File: config.mk
export PLATFORM = sky130hd
export DESIGN_NAME = mp64_mmio_ctrl
export DESIGN_NICKNAME = d
export VERILOG_FILES = /design/src/rtl/mp64_mmio_ctrl_pkg.sv /design/src/rtl/mp64_mmio_wdog.sv /design/src/rtl/mp64_mmio_ctrl.sv
export SDC_FILE = /design/constraint.sdc
export NUM_CORES = 1
export LEC_CHECK = 0
export CAP_MARGIN = 20
export CORE_AREA = 2 2 294 296
export CTS_BUF_LIST = sky130_fd_sc_hd__clkbuf_2 sky130_fd_sc_hd__clkbuf_4 sky130_fd_sc_hd__clkbuf_8
export DETAILED_ROUTE_END_ITERATION = 12
export DIE_AREA = 0 0 296 298
export GPL_TIMING_DRIVEN = 1
export SLEW_MARGIN = 20
export SYNTH_ARGS = -nofsm -noshare
export SYNTH_HDL_FRONTEND = slang
export SYNTH_SLANG_ARGS = --single-unit
export TNS_END_PERCENT = 1
File: constraint.sdc
create_clock -name clk -period 4.6 [get_ports clk]
set_clock_uncertainty 0.2 [all_clocks]
set_input_delay 0.92 -clock clk [delete_from_list [all_inputs] [get_ports clk]]
set_output_delay 0.92 -clock clk [all_outputs]
set_load 0.02 [all_outputs]
File: src/rtl/mp64_mmio_ctrl_pkg.sv
// Shared definitions for the MP64 MMIO sequencer: slot map, error causes,
// FSM state encodings and the default access timeout.
package mp64_mmio_ctrl_pkg;

    // Peripheral slot indices (slot = up_addr[11:8])
    localparam int unsigned MMIO_SLOT_UART  = 0;
    localparam int unsigned MMIO_SLOT_TIMER = 1;
    localparam int unsigned MMIO_SLOT_DISK  = 2;
    localparam int unsigned MMIO_SLOT_NIC   = 3;
    localparam int unsigned MMIO_SLOT_MBOX  = 4;
    localparam int unsigned MMIO_SLOT_SPIN  = 5;

    // Error cause codes recorded by the optional error log
    localparam logic [1:0] MMIO_ERR_NONE       = 2'd0;
    localparam logic [1:0] MMIO_ERR_UNMAPPED   = 2'd1;
    localparam logic [1:0] MMIO_ERR_TIMEOUT    = 2'd2;
    localparam logic [1:0] MMIO_ERR_TIMEOUT_WR = 2'd3;

    typedef enum logic [1:0] {
        MMIO_ST_IDLE   = 2'd0,
        MMIO_ST_ACCESS = 2'd1,
        MMIO_ST_RESP   = 2'd2,
        MMIO_ST_GAP    = 2'd3
    } mmio_state_e;

    localparam int unsigned MMIO_TIMEOUT = 255;

    // Saturating 8-bit increment for the error counter
    function automatic logic [7:0] mmio_sat_inc8(input logic [7:0] v);
        return (v == 8'hFF) ? v : v + 8'd1;
    endfunction

endpackage

File: src/rtl/mp64_mmio_wdog.sv
// Loadable down-counter used as the per-access timeout watchdog.
// expired is high while enabled and the count has reached zero.
module mp64_mmio_wdog (
    input  logic        clk,
    input  logic        rst_n,
    input  logic        load,
    input  logic        en,
    input  logic [15:0] load_val,
    output logic        expired
);

    logic [15:0] count_q;

    // Load has priority; otherwise count down while enabled, stopping at zero
    always_ff @(posedge clk or negedge rst_n) begin
        if (!rst_n) begin
            count_q <= '0;
        end else if (load) begin
            count_q <= load_val;
        end else if (en && (count_q != 16'd0)) begin
            count_q <= count_q - 16'd1;
        end
    end

    assign expired = en && (count_q == 16'd0);

endmodule

File: src/rtl/mp64_mmio_ctrl.sv
// MMIO sequencer: decodes the 12-bit MMIO offset to a peripheral slot, runs a
// req/ack handshake with a timeout watchdog, and returns an error response for
// unmapped or hung accesses.
// Optional build macro MP64_MMIO_ERRLOG_EN adds the err_log_* ports.
module mp64_mmio_ctrl
    import mp64_mmio_ctrl_pkg::*;
#(
    parameter int unsigned NUM_PERIPH     = 8,
    parameter int unsigned TIMEOUT_CYCLES = MMIO_TIMEOUT,
    parameter logic [63:0] ERR_RDATA      = 64'hFFFF_FFFF_FFFF_FFFF
) (
    input  logic                     clk,
    input  logic                     rst_n,
    input  logic                     up_req,
    input  logic [11:0]              up_addr,
    input  logic [63:0]              up_wdata,
    input  logic                     up_wen,
    input  logic [1:0]               up_size,
    output logic [63:0]              up_rdata,
    output logic                     up_ack,
    output logic                     up_err,
    output logic [NUM_PERIPH-1:0]    p_req,
    output logic [7:0]               p_addr,
    output logic [63:0]              p_wdata,
    output logic                     p_wen,
    output logic [1:0]               p_size,
    input  logic [NUM_PERIPH*64-1:0] p_rdata,
    input  logic [NUM_PERIPH-1:0]    p_ack,
    output logic                     err_irq,
    input  logic                     err_clr
`ifdef MP64_MMIO_ERRLOG_EN
    ,
    output logic [11:0]              err_log_addr,
    output logic [1:0]               err_log_cause,
    output logic [7:0]               err_log_cnt
`endif
);

    localparam logic [15:0] TIMEOUT_LOAD = 16'(TIMEOUT_CYCLES);

    mmio_state_e           state;
    logic                  mapped;
    logic                  accept;
    logic                  ack_hit;
    logic                  expired;
    logic                  timeout_hit;
    logic [NUM_PERIPH-1:0] sel_onehot;
    logic [63:0]           sel_rdata;

    assign mapped      = ({1'b0, up_addr[11:8]} < 5'(NUM_PERIPH));
    assign accept      = (state == MMIO_ST_IDLE) && up_req;
    // p_req is one-hot on the selected slot during ACCESS, so it masks stray acks
    assign ack_hit     = (state == MMIO_ST_ACCESS) && |(p_ack & p_req);
    assign timeout_hit = (state == MMIO_ST_ACCESS) && !ack_hit && expired;

    // Slot decode of the incoming offset and read-data select of the active slot
    always_comb begin
        sel_onehot = '0;
        sel_rdata  = '0;
        for (int i = 0; i < NUM_PERIPH; i++) begin
            sel_onehot[i] = (up_addr[11:8] == 4'(i));
            sel_rdata     = sel_rdata | (p_rdata[i*64 +: 64] & {64{p_req[i]}});
        end
    end

    mp64_mmio_wdog u_wdog (
        .clk      (clk),
        .rst_n    (rst_n),
        .load     (accept && mapped),
        .en       (state == MMIO_ST_ACCESS),
        .load_val (TIMEOUT_LOAD),
        .expired  (expired)
    );

    // Sequencer FSM with registered handshake, bus and error outputs
    always_ff @(posedge clk or negedge rst_n) begin
        if (!rst_n) begin
            state    <= MMIO_ST_IDLE;
            p_req    <= '0;
            p_addr   <= '0;
            p_wdata  <= '0;
            p_wen    <= 1'b0;
            p_size   <= '0;
            up_rdata <= '0;
            up_ack   <= 1'b0;
            up_err   <= 1'b0;
            err_irq  <= 1'b0;
        end else begin
            // A new error outranks a simultaneous clear
            if ((state == MMIO_ST_RESP) && up_err) begin
                err_irq <= 1'b1;
            end else if (err_clr) begin
                err_irq <= 1'b0;
            end

            case (state)
                MMIO_ST_IDLE: begin
                    if (up_req) begin
                        if (mapped) begin
                            p_req   <= sel_onehot;
                            p_addr  <= up_addr[7:0];
                            p_wdata <= up_wdata;
                            p_wen   <= up_wen;
                            p_size  <= up_size;
                            state   <= MMIO_ST_ACCESS;
                        end else begin
                            // Unmapped: answer directly, no slot is touched
                            up_rdata <= ERR_RDATA;
                            up_ack   <= 1'b1;
                            up_err   <= 1'b1;
                            state    <= MMIO_ST_RESP;
                        end
                    end
                end
                MMIO_ST_ACCESS: begin
                    if (ack_hit) begin
                        up_rdata <= sel_rdata;
                        up_ack   <= 1'b1;
                        up_err   <= 1'b0;
                        p_req    <= '0;
                        state    <= MMIO_ST_RESP;
                    end else if (expired) begin
                        up_rdata <= ERR_RDATA;
                        up_ack   <= 1'b1;
                        up_err   <= 1'b1;
                        p_req    <= '0;
                        state    <= MMIO_ST_RESP;
                    end
                end
                MMIO_ST_RESP: begin
                    up_ack <= 1'b0;
                    up_err <= 1'b0;
                    state  <= MMIO_ST_GAP;
                end
                MMIO_ST_GAP: begin
                    state <= MMIO_ST_IDLE;
                end
                default: begin
                    state <= MMIO_ST_IDLE;
                end
            endcase
        end
    end

`ifdef MP64_MMIO_ERRLOG_EN
    logic [11:0] err_addr_q;
    logic [1:0]  err_cause_q;

    // Remember offset and cause of the access being answered
    always_ff @(posedge clk or negedge rst_n) begin
        if (!rst_n) begin
            err_addr_q  <= '0;
            err_cause_q <= MMIO_ERR_NONE;
        end else begin
            if (accept) begin
                err_addr_q <= up_addr;
            end
            if (accept && !mapped) begin
                err_cause_q <= MMIO_ERR_UNMAPPED;
            end else if (timeout_hit) begin
                err_cause_q <= p_wen ? MMIO_ERR_TIMEOUT_WR : MMIO_ERR_TIMEOUT;
            end
        end
    end

    // Error log: first error since clear, plus a saturating error count
    always_ff @(posedge clk or negedge rst_n) begin
        if (!rst_n) begin
            err_log_addr  <= '0;
            err_log_cause <= MMIO_ERR_NONE;
            err_log_cnt   <= '0;
        end else if ((state == MMIO_ST_RESP) && up_err) begin
            if (err_clr || (err_log_cnt == 8'd0)) begin
                err_log_addr  <= err_addr_q;
                err_log_cause <= err_cause_q;
                err_log_cnt   <= 8'd1;
            end else begin
                err_log_cnt <= mmio_sat_inc8(err_log_cnt);
            end
        end else if (err_clr) begin
            err_log_addr  <= '0;
            err_log_cause <= MMIO_ERR_NONE;
            err_log_cnt   <= '0;
        end
    end
`endif

endmodule

==> parameters.txt <==
Parameter                              Value

Die
  Die footprint ... around 88000 um^2
  Chip height ... 298 um
  Site Rows ... 107
  Core area ... 84900 um^2
  Die width ... 296 um
  Ports placed on the boundary ... 753
  Starting Density ... 11.6%

Route
  Average wire length per cell after detail routing ... 27.6 um
  Via-to-Cell Ratio ... roughly 4.2
  Vias after detailed routing ... 12800
  TritonRoute pass-1 iters ... 5
  Number of DRC markers after the initial detailed-route iteration ... 1073
  Number of nets still failing antenna checks after routing ... 0
  Number of design rule violations left after detail routing ... 0
  Total Wirelength ... roughly 84000 um

Power and ir drop
  Combinational Power Share ... 17.7%
  Clock power frac ... between 30% and 40%
  Leakage ... 7.59 nW
  Switching power as a share of total power ... 26.1%
  Total power per unit cell area ... 175 nW/um^2
  Largest vdd supply drop ... 215 uV
  Sequential fraction of design power ... 43.9%
  Switching component of the power ... 0.878 mW
  Internal cell power ... 2.49 mW

Status
  Outcome ... completed

Yosys
  Post-synthesis cell type with the largest combined area ... sky130_fd_sc_hd__dfrtp_1
  Count of cell types in the netlist ... 44
  Area share of the largest cell type after synthesis ... a little over two fifths
  Top cells by area, synth ... sky130_fd_sc_hd__dfrtp_1 43%, sky130_fd_sc_hd__a22oi_1 20%, sky130_fd_sc_hd__nand2_1 9.2%, sky130_fd_sc_hd__a21oi_2 5.3%, sky130_fd_sc_hd__nand4_1 4.2%
  FF+latch count, synth ... 168
  Synthesized Nets ... 1763
  Area of the mapped netlist ... 9830 um^2
  Average instance area after synthesis ... 8.52 um^2
  Cell count after synthesis ... 1154
  Primary FF master, synth ... sky130_fd_sc_hd__dfrtp_1
  Number of enable flip-flop cells after synthesis ... 0
  Post-synthesis sequential area ratio ... 42.7%
  Proportion of synthesized flip-flops having asynchronous set or reset ... 100%
  Yosys warning total ... 0

Cells and area
  Proportion of layout cells with a drive suffix above 1 ... 7.42%
  Footprint of the multi-input gates ... 4920 um^2
  Area growth syn-to-layout ... 95.1%
  Filler Cells Inserted ... ~9400
  Most common cell after layout, fill and taps aside ... sky130_fd_sc_hd__clkdlybuf4s50_1
  Number of nets in the layout ... between 2000 and 2500
  Area used by sequential logic in the layout ... between 4000 and 5000 um^2
  Post-Layout Inst Area ... between 15000 and 20000 um^2
  Most used cells in the layout excluding fill and tap cells ... 751 x sky130_fd_sc_hd__clkdlybuf4s50_1, 262 x sky130_fd_sc_hd__a22oi_1, 240 x sky130_fd_sc_hd__nand2_1

CTS
  Total of cells resized after clock tree synthesis ... 0
  Reg clk slew, reported paths ... roughly 0.12 ns
  Setup fix buffers added after clock tree synthesis ... 0
  Number of CTS-inserted buffers ... 17
  Latest clock arrival within the worst-skew pair ... 0.57 ns
  CTS Buffer Depth ... 2
  Clock tree sinks ... approximately 170
  Clock tree from TritonCTS ... done
  Library cell used as clock root buffer ... sky130_fd_sc_hd__clkbuf_8
  Number of H-tree levels ... 4
  Hold-fix buffers, CTS ... 0

STA
  Slew Limit Headroom ... 33.9%
  Unrepaired setup endpoints after global routing ... no
  Least setup slack across all paths after layout ... about 1.2 ns
  Final cycle utilization of the critical path ... between 70 and 80%
  Fin. Hold Viols ... 0
  Transition time at the pin with the least slew margin ... 0.992 ns
  Sum Neg Setup Slack ... 0 ns
  Max-slew violation count ... 0
  Final-report setup violation count ... 0
  Clock period minus final worst setup slack ... 3.44 ns
  Highest attainable clock frequency ... 291 MHz

Worst setup path
  Reg2Reg Capture Point ... up_rdata[49]
  Endpoint class of the critical path ... output port
  Worst Path Required ... 3.48 ns
  Reg-to-Reg Start ... p_req[7]
  Arrival time of the worst setup path ... 2.32 ns
  CP Capture Point ... p_req[2]
  Cells on worst reg2reg path ... 5
  Reg2Reg Setup Slack ... about 1.5 ns
  Kind of start point of the critical path ... flop
  CP max FO ... 60
  Crit. Startpoint ... p_req[2]
  CP Class ... flop to output port

GRT
  Wire length of the first global-routing pass ... 108000 um
  Overflow left after global routing ... 0
  Initial antenna violation count ... 58
  Total GRT Usage ... a little under a fifth
  Largest net degree at the start of global routing ... approximately 120
  Number of global-route vias before repair ... around 13000

Flow run
  Max-Cap Viols ... 0

Min path
  Hold WC Path Type ... input port to async pin

Placed design
  Area of placed instances ... 18700 um^2
  Setup WS pre-CTS ... roughly 0.8 ns
  Total half-perimeter wirelength after legalization and detailed placement ... 66000 um
  Port Buf Inserts ... 752
  Gp weighted congestion ... a little over 0.9
-- critical path, cell delays in order (launching register included) --
cell	delay, ns
sky130_fd_sc_hd__dfrtp_4	0.54
sky130_fd_sc_hd__buf_12	0.41
sky130_fd_sc_hd__clkdlybuf4s50_1	0.71
-- per-layer routing --
layer | global-route usage, % | vias to the layer above | wire length, um
met5 | 0 | - | 307
met1 | 21.0 | 6167 | 31300
li1 | - | 5636 | -
met3 | 8.76 | 140 | 11100
met4 | 5.15 | 50 | 2000
met2 | 29.7 | 762 | 38800
-- power by group through the flow --
| stage | logic, mW | clock network (mW) | registers, mW |
|---|---|---|---|
| final | 0.597 | 1.29 | 1.48 |
| after global routing | 0.629 | 1.42 | 1.48 |
| after CTS | 0.598 | 1.38 | 1.48 |
| after detailed placement | 0.594 | 0 | 1.50 |
| after global placement | 0.591 | 0 | 1.50 |
| after floorplan | 0.00500 | 0 | 1.51 |
-- sequential cells by signal, indices dropped and copies added, names as in the netlist --
signal / flops
p_wdata: 64
up_rdata: 64
u_wdog.count_q: 16
p_addr: 8
p_req: 8
p_size: 2
state: 2
err_irq: 1
p_wen: 1
up_ack: 1
up_err: 1
-- synth_stat cells, types with 6 or more instances --
cell	instances
sky130_fd_sc_hd__a21oi_1	15
sky130_fd_sc_hd__a21oi_2	60
sky130_fd_sc_hd__a22oi_1	262
sky130_fd_sc_hd__buf_1	21
sky130_fd_sc_hd__buf_6	7
sky130_fd_sc_hd__clkbuf_1	72
sky130_fd_sc_hd__dfrtp_1	168
sky130_fd_sc_hd__ha_1	6
sky130_fd_sc_hd__inv_1	82
sky130_fd_sc_hd__nand2_1	240
sky130_fd_sc_hd__nand3_1	8
sky130_fd_sc_hd__nand4_1	66
sky130_fd_sc_hd__nor2_1	7
sky130_fd_sc_hd__nor3_1	66
sky130_fd_sc_hd__nor4_1	7
sky130_fd_sc_hd__o21ai_0	16
-- how the worst min path moves through the flow --
stage,start,cells past startpoint,to
after floorplan,u_wdog.count_q[0],2,u_wdog.count_q[0]
after global placement,p_wdata[24],2,p_wdata[24]
after detailed placement,p_addr[6],2,p_addr[6]
after CTS,rst_n,1,p_size[0]
after global routing,rst_n,1,p_size[0]
final,rst_n,1,p_size[0]
-- area by class of cell --
cell class / count / area share (%)
clock buffer: 18 / 1.26
tap: 1144 / 7.46
sequential: 168 / 22.1
timing repair buffer: 774 / 40.7
multi-input combinational: 804 / 25.7
inverter: 82 / 1.60
antenna: 18 / 0.235
clock inverter: 14 / 0.972
-- logic make-up after synthesis --
logic type | share of synthesized area [%]
buffers and inverters | 7.48
AND/OR/NAND/NOR | 20.0
multiplexers | 0.636
AO/OA/AOI/OAI | 28.4
flip-flops | 42.7
adder cells (fa/ha/maj) | 0.763
-- stage by stage --
stage	std cells	util, %	hold WS, ns	power, mW
floorplan	1154	-	0.310	1.51
global placement	2971	22.0	0.258	2.10
detailed placement	2971	22.0	0.263	2.10
CTS	3003	22.5	0.253	3.45
global route	3008	22.6	0.0298	3.52
finish	3022	22.6	0.0571	3.36
Note: power is estimated with default switching activity, not from simulation.
